--- src/rtl/sync_fifo.sv ---
// Single-clock circular-buffer FIFO with registered occupancy, level flags and
// one-cycle overflow/underflow pulses on rejected requests.
module sync_fifo #(
  parameter int unsigned DATA_WIDTH = 8,
  parameter int unsigned DEPTH      = 16,
  parameter int unsigned AF_LEVEL   = DEPTH - 2,
  parameter int unsigned AE_LEVEL   = 2
) (
  input  logic                       clk,
  input  logic                       rst,
  input  logic                       wr_en,
  input  logic [DATA_WIDTH-1:0]      data_in,
  input  logic                       rd_en,
  output logic [DATA_WIDTH-1:0]      data_out,
  output logic                       full,
  output logic                       empty,
  output logic                       almost_full,
  output logic                       almost_empty,
  output logic [$clog2(DEPTH):0]     count,
  output logic                       overflow,
  output logic                       underflow
);

  localparam int unsigned PtrW = $clog2(DEPTH);
  localparam int unsigned CntW = PtrW + 1;

  localparam logic [CntW-1:0] DepthLvl = CntW'(DEPTH);
  localparam logic [CntW-1:0] AfLvl    = CntW'(AF_LEVEL);
  localparam logic [CntW-1:0] AeLvl    = CntW'(AE_LEVEL);

  logic [DATA_WIDTH-1:0] mem [DEPTH];

  logic [PtrW-1:0]       wr_ptr_q, wr_ptr_d;
  logic [PtrW-1:0]       rd_ptr_q, rd_ptr_d;
  logic [CntW-1:0]       count_q, count_d;
  logic [DATA_WIDTH-1:0] data_out_q, data_out_d;
  logic                  full_q, full_d;
  logic                  empty_q, empty_d;
  logic                  almost_full_q, almost_full_d;
  logic                  almost_empty_q, almost_empty_d;
  logic                  overflow_q, overflow_d;
  logic                  underflow_q, underflow_d;

  logic push;
  logic pop;

  // A pop on a full FIFO frees the slot the concurrent push lands in.
  always_comb begin
    push = wr_en && (!full_q || rd_en);
    pop  = rd_en && !empty_q;
  end

  always_comb begin
    wr_ptr_d   = wr_ptr_q;
    rd_ptr_d   = rd_ptr_q;
    count_d    = count_q;
    data_out_d = data_out_q;

    if (push) begin
      wr_ptr_d = wr_ptr_q + 1'b1;
    end
    if (pop) begin
      rd_ptr_d   = rd_ptr_q + 1'b1;
      data_out_d = mem[rd_ptr_q];
    end

    unique case ({push, pop})
      2'b10:   count_d = count_q + 1'b1;
      2'b01:   count_d = count_q - 1'b1;
      default: count_d = count_q;
    endcase

    // Flags decoded from next count so they land on the same edge as the update.
    full_d         = (count_d == DepthLvl);
    empty_d        = (count_d == '0);
    almost_full_d  = (count_d >= AfLvl);
    almost_empty_d = (count_d <= AeLvl);

    overflow_d  = wr_en && !push;
    underflow_d = rd_en && !pop;
  end

  always_ff @(posedge clk) begin
    if (push) begin
      mem[wr_ptr_q] <= data_in;
    end
  end

  always_ff @(posedge clk or posedge rst) begin
    if (rst) begin
      wr_ptr_q       <= '0;
      rd_ptr_q       <= '0;
      count_q        <= '0;
      data_out_q     <= '0;
      full_q         <= 1'b0;
      empty_q        <= 1'b1;
      almost_full_q  <= 1'b0;
      almost_empty_q <= 1'b1;
      overflow_q     <= 1'b0;
      underflow_q    <= 1'b0;
    end else begin
      wr_ptr_q       <= wr_ptr_d;
      rd_ptr_q       <= rd_ptr_d;
      count_q        <= count_d;
      data_out_q     <= data_out_d;
      full_q         <= full_d;
      empty_q        <= empty_d;
      almost_full_q  <= almost_full_d;
      almost_empty_q <= almost_empty_d;
      overflow_q     <= overflow_d;
      underflow_q    <= underflow_d;
    end
  end

  assign data_out     = data_out_q;
  assign full         = full_q;
  assign empty        = empty_q;
  assign almost_full  = almost_full_q;
  assign almost_empty = almost_empty_q;
  assign count        = count_q;
  assign overflow     = overflow_q;
  assign underflow    = underflow_q;

endmodule

--- config.mk ---
export PLATFORM = sky130hd
export DESIGN_NAME = sync_fifo
export DESIGN_NICKNAME = d
export VERILOG_FILES = /design/src/rtl/sync_fifo.sv
export SDC_FILE = /design/constraint.sdc
export NUM_CORES = 1
export LEC_CHECK = 0
export ABC_AREA = 1
export CAP_MARGIN = 20
export CORE_MARGIN = 2
export CORE_UTILIZATION = 57
export CTS_BUF_LIST = sky130_fd_sc_hd__clkbuf_4
export CTS_CLUSTER_SIZE = 8
export DETAILED_ROUTE_END_ITERATION = 6
export DONT_BUFFER_PORTS = 1
export PLACE_DENSITY_LB_ADDON = 0.05
export SLEW_MARGIN = 20
export SYNTH_ARGS = -nofsm -noshare
export SYNTH_HDL_FRONTEND = slang
export SYNTH_SLANG_ARGS = --single-unit
--- constraint.sdc ---
create_clock -name clk -period 2.07 [get_ports clk]
set_input_delay 0.414 -clock clk [delete_from_list [all_inputs] [get_ports clk]]
set_output_delay 0.414 -clock clk [all_outputs]
set_load 0.02 [all_outputs]
==> results.json <==
{
  "end_kind": "flip-flop",
  "place_ws_ns": 0.00341,
  "layout_commonest_cell": "nand2_1",
  "drt_iter0_drc": 435,
  "fp.dieArea_um2": 12300,
  "start_kind": "flip-flop",
  "fmax_ghz": 0.526,
  "drcViolationCount": 0,
  "seq_area_um2": 4520,
  "hpwlAfterDp_um": 8760,
  "rsz0062_at_grt": "false",
  "drive_above_1_share_pct": 14.1,
  "worst_pin_slew_ns": 0.654,
  "clk-insertion-delay-late_ns": 0.54,
  "crit_family": "simple AND/OR/NAND/NOR gates",
  "fp.dieH_um": 111,
  "cp_cell_sequence": "nor2_4 -> ha_4 -> nand2_2 -> inv_2 -> nor2_2 -> ha_1 -> inv_1 -> o21a_1 -> nand2_1 -> nor2_1 -> nand3_1 -> nor2_1",
  "ios": 31,
  "finClkSkew_ns": 0.0148,
  "antenna_cells": 0,
  "grt_max_degree": 48,
  "hp-class": "input port to flip-flop",
  "initial_core_util_pct": 57.7,
  "cts-root-buf": "clkbuf_4",
  "grt_pass1_vias": 4117,
  "antenna_left": 0,
  "fin_crit_ns": 1.90,
  "slew_violations": 0,
  "fin_crit_sh_pct": 91.9,
  "setup_viol": 0,
  "hold_viol": 0,
  "synth_edf_count": 128,
  "synth_nets": 597,
  "antenna_found_initial": 0,
  "clock-sinks": 155,
  "nFillCells": 875,
  "synthesis.instances": 577,
  "syn_to_final_growth_pct": 11.8,
  "arrival_ns": 2.38,
  "ys_types": 34,
  "routed_wl_um": 13700,
  "finalWorstSetupSlack_ns": 0.168,
  "yosysWarnings": 0,
  "grtUsageTotal_pct": 23.9,
  "critPathMostFrequentCell": "nor2_1",
  "num_rows": 39,
  "crit_slowest_cell": "dfstp_2",
  "final_cell_mix": "175 x nand2_1, 128 x edfxtp_1, 67 x nand3_1, 46 x nor2_1, 33 x buf_4",
  "synth-seq-cells": 155,
  "grt_pass1_wl_um": 22000,
  "cpPeakStageDelay_ns": 0.58,
  "maxCapViolCount": 0,
  "overflow": 0,
  "portBuffers": 0,
  "outcome": "completed",
  "async_flop_share_pct": 17.4,
  "clock_path_buffers": 2,
  "multiInputGateArea_um2": 1750,
  "gp_routability_congestion": 0.831,
  "syn_area_um2": 6530,
  "path_class": "flip-flop to flip-flop",
  "htree_levels": 4,
  "post-cts-setup-buffer-count": 0,
  "nNetsFinal": 637,
  "p_leak_nw": 2.87,
  "die_w_um": 111,
  "total_power_w": 0.0100,
  "core_area_um2": 11300,
  "ff2ff_setup_slack_ns": 0.17,
  "vias": 4246,
  "worst-path-buf-inv": 2,
  "peakVddDrop_mv": 1.08,
  "cts_tree": "yes",
  "first_pass_iters": 5,
  "relSlewSlack_pct": 56.3,
  "synthFlopType": "edfxtp_1",
  "critPathMaxFanout": 4,
  "post_drt_wl_per_cell_um": 17.8,
  "crit_required_ns": 2.55,
  "clk_pin_slew_worst_paths_ns": 0.13,
  "power_density_nw_per_um2": 1370,
  "drt-vias-per-instance": 5.49,
  "cts_buffers": 17,
  "seq_area_frac_synth_pct": 69.3,
  "synth_area_per_cell_um2": 11.3
}
==> Yosys cell counts, drive strengths merged (2+ instances only) <==
cell    number  area share [%]
buf         22             2.7
a21boi       4            0.46
o22ai        6            0.57
nand3       70             5.5
nand2      178              10
dfrtp       25             9.6
ha           8             1.5
nor2        49             3.0
dfstp        2            0.80
inv         25             1.4
o21ai       21             1.6
clkbuf       3            0.19
edfxtp     128              59
a21oi       21             1.7
xor2         7            0.94
clkinv       3            0.25
==> stage by stage <==
stage	hold WS, ns	util (%)	TNS [ns]	std cells	instance area, um2
after floorplan	0.465	-	-0.183	577	6570
after CTS	0.0268	64.4	0	773	7290
after detailed placement	0.421	60.6	0	731	6860
after global placement	0.409	60.6	0	731	6860
final	0.0695	64.5	0	773	7300
after global routing	0.00235	64.5	0	773	7300
==> cell type report <==
class | count | area share [%]
clock inverters | 14 | 2.66
multi-input cells | 369 | 24.0
flip-flops and latches | 155 | 61.9
clock buffers | 18 | 1.85
inverters | 28 | 1.56
repair buffers | 46 | 5.59
well taps | 143 | 2.45
==> routing by layer <==
metal	up-vias	share of wire, %	GRT usage, %
met5	-	0	0
met4	0	1.4	7.24
met3	13	7.9	6.83
met2	142	46	35.1
met1	2037	44	35.3
li1	2054	-	-
==> state kept, by name (all words and copies together) (netlist names), 4 cells and up <==
name,count
mem,128
data_out,8
count,5
rd_ptr_q,4
wr_ptr_q,4
==> report_power, final <==
| part | internal [W] | total [W] | switching (W) |
|---|---|---|---|
| clock network | 0.000977 | 0.00203 | 0.00105 |
| logic | 0.00122 | 0.00358 | 0.00237 |
| registers | 0.00390 | 0.00440 | 0.000504 |
| total | 0.00609 | 0.0100 | 0.00392 |
==> final timing paths <==
path                       cells after the start               startpoint                 endpoint
setup / recovery                              12          empty$_DFF_PP1_          empty$_DFF_PP1_
hold / removal                                 2                    wr_en       overflow$_DFF_PP0_
setup reg to reg                              12          empty$_DFF_PP1_          empty$_DFF_PP1_
hold reg to reg                                1  wr_ptr_q[0]$_DFFE_PP0P_  wr_ptr_q[0]$_DFFE_PP0P_
max in group asynchronous                      3                      rst   almost_empty$_DFF_PP1_
min in group asynchronous                      3                      rst  data_out[1]$_DFFE_PP0P_
==> kinds of logic after synthesis <==
kind of cell | Yosys count | synth area share, %
buf+inv | 53 | 4.58
simple gates | 300 | 19.1
xor+xnor | 8 | 1.07
compound gates | 53 | 4.43
flops | 155 | 69.3
fa+ha+maj | 8 | 1.53
==> timing repair <==
item	CTS	global route
endpoints found under the setup margin	0	2
hold endpoints to repair	154	0
hold buffers	10	0
gates resized for setup	0	3
Note: power is estimated with default switching activity, not from simulation.
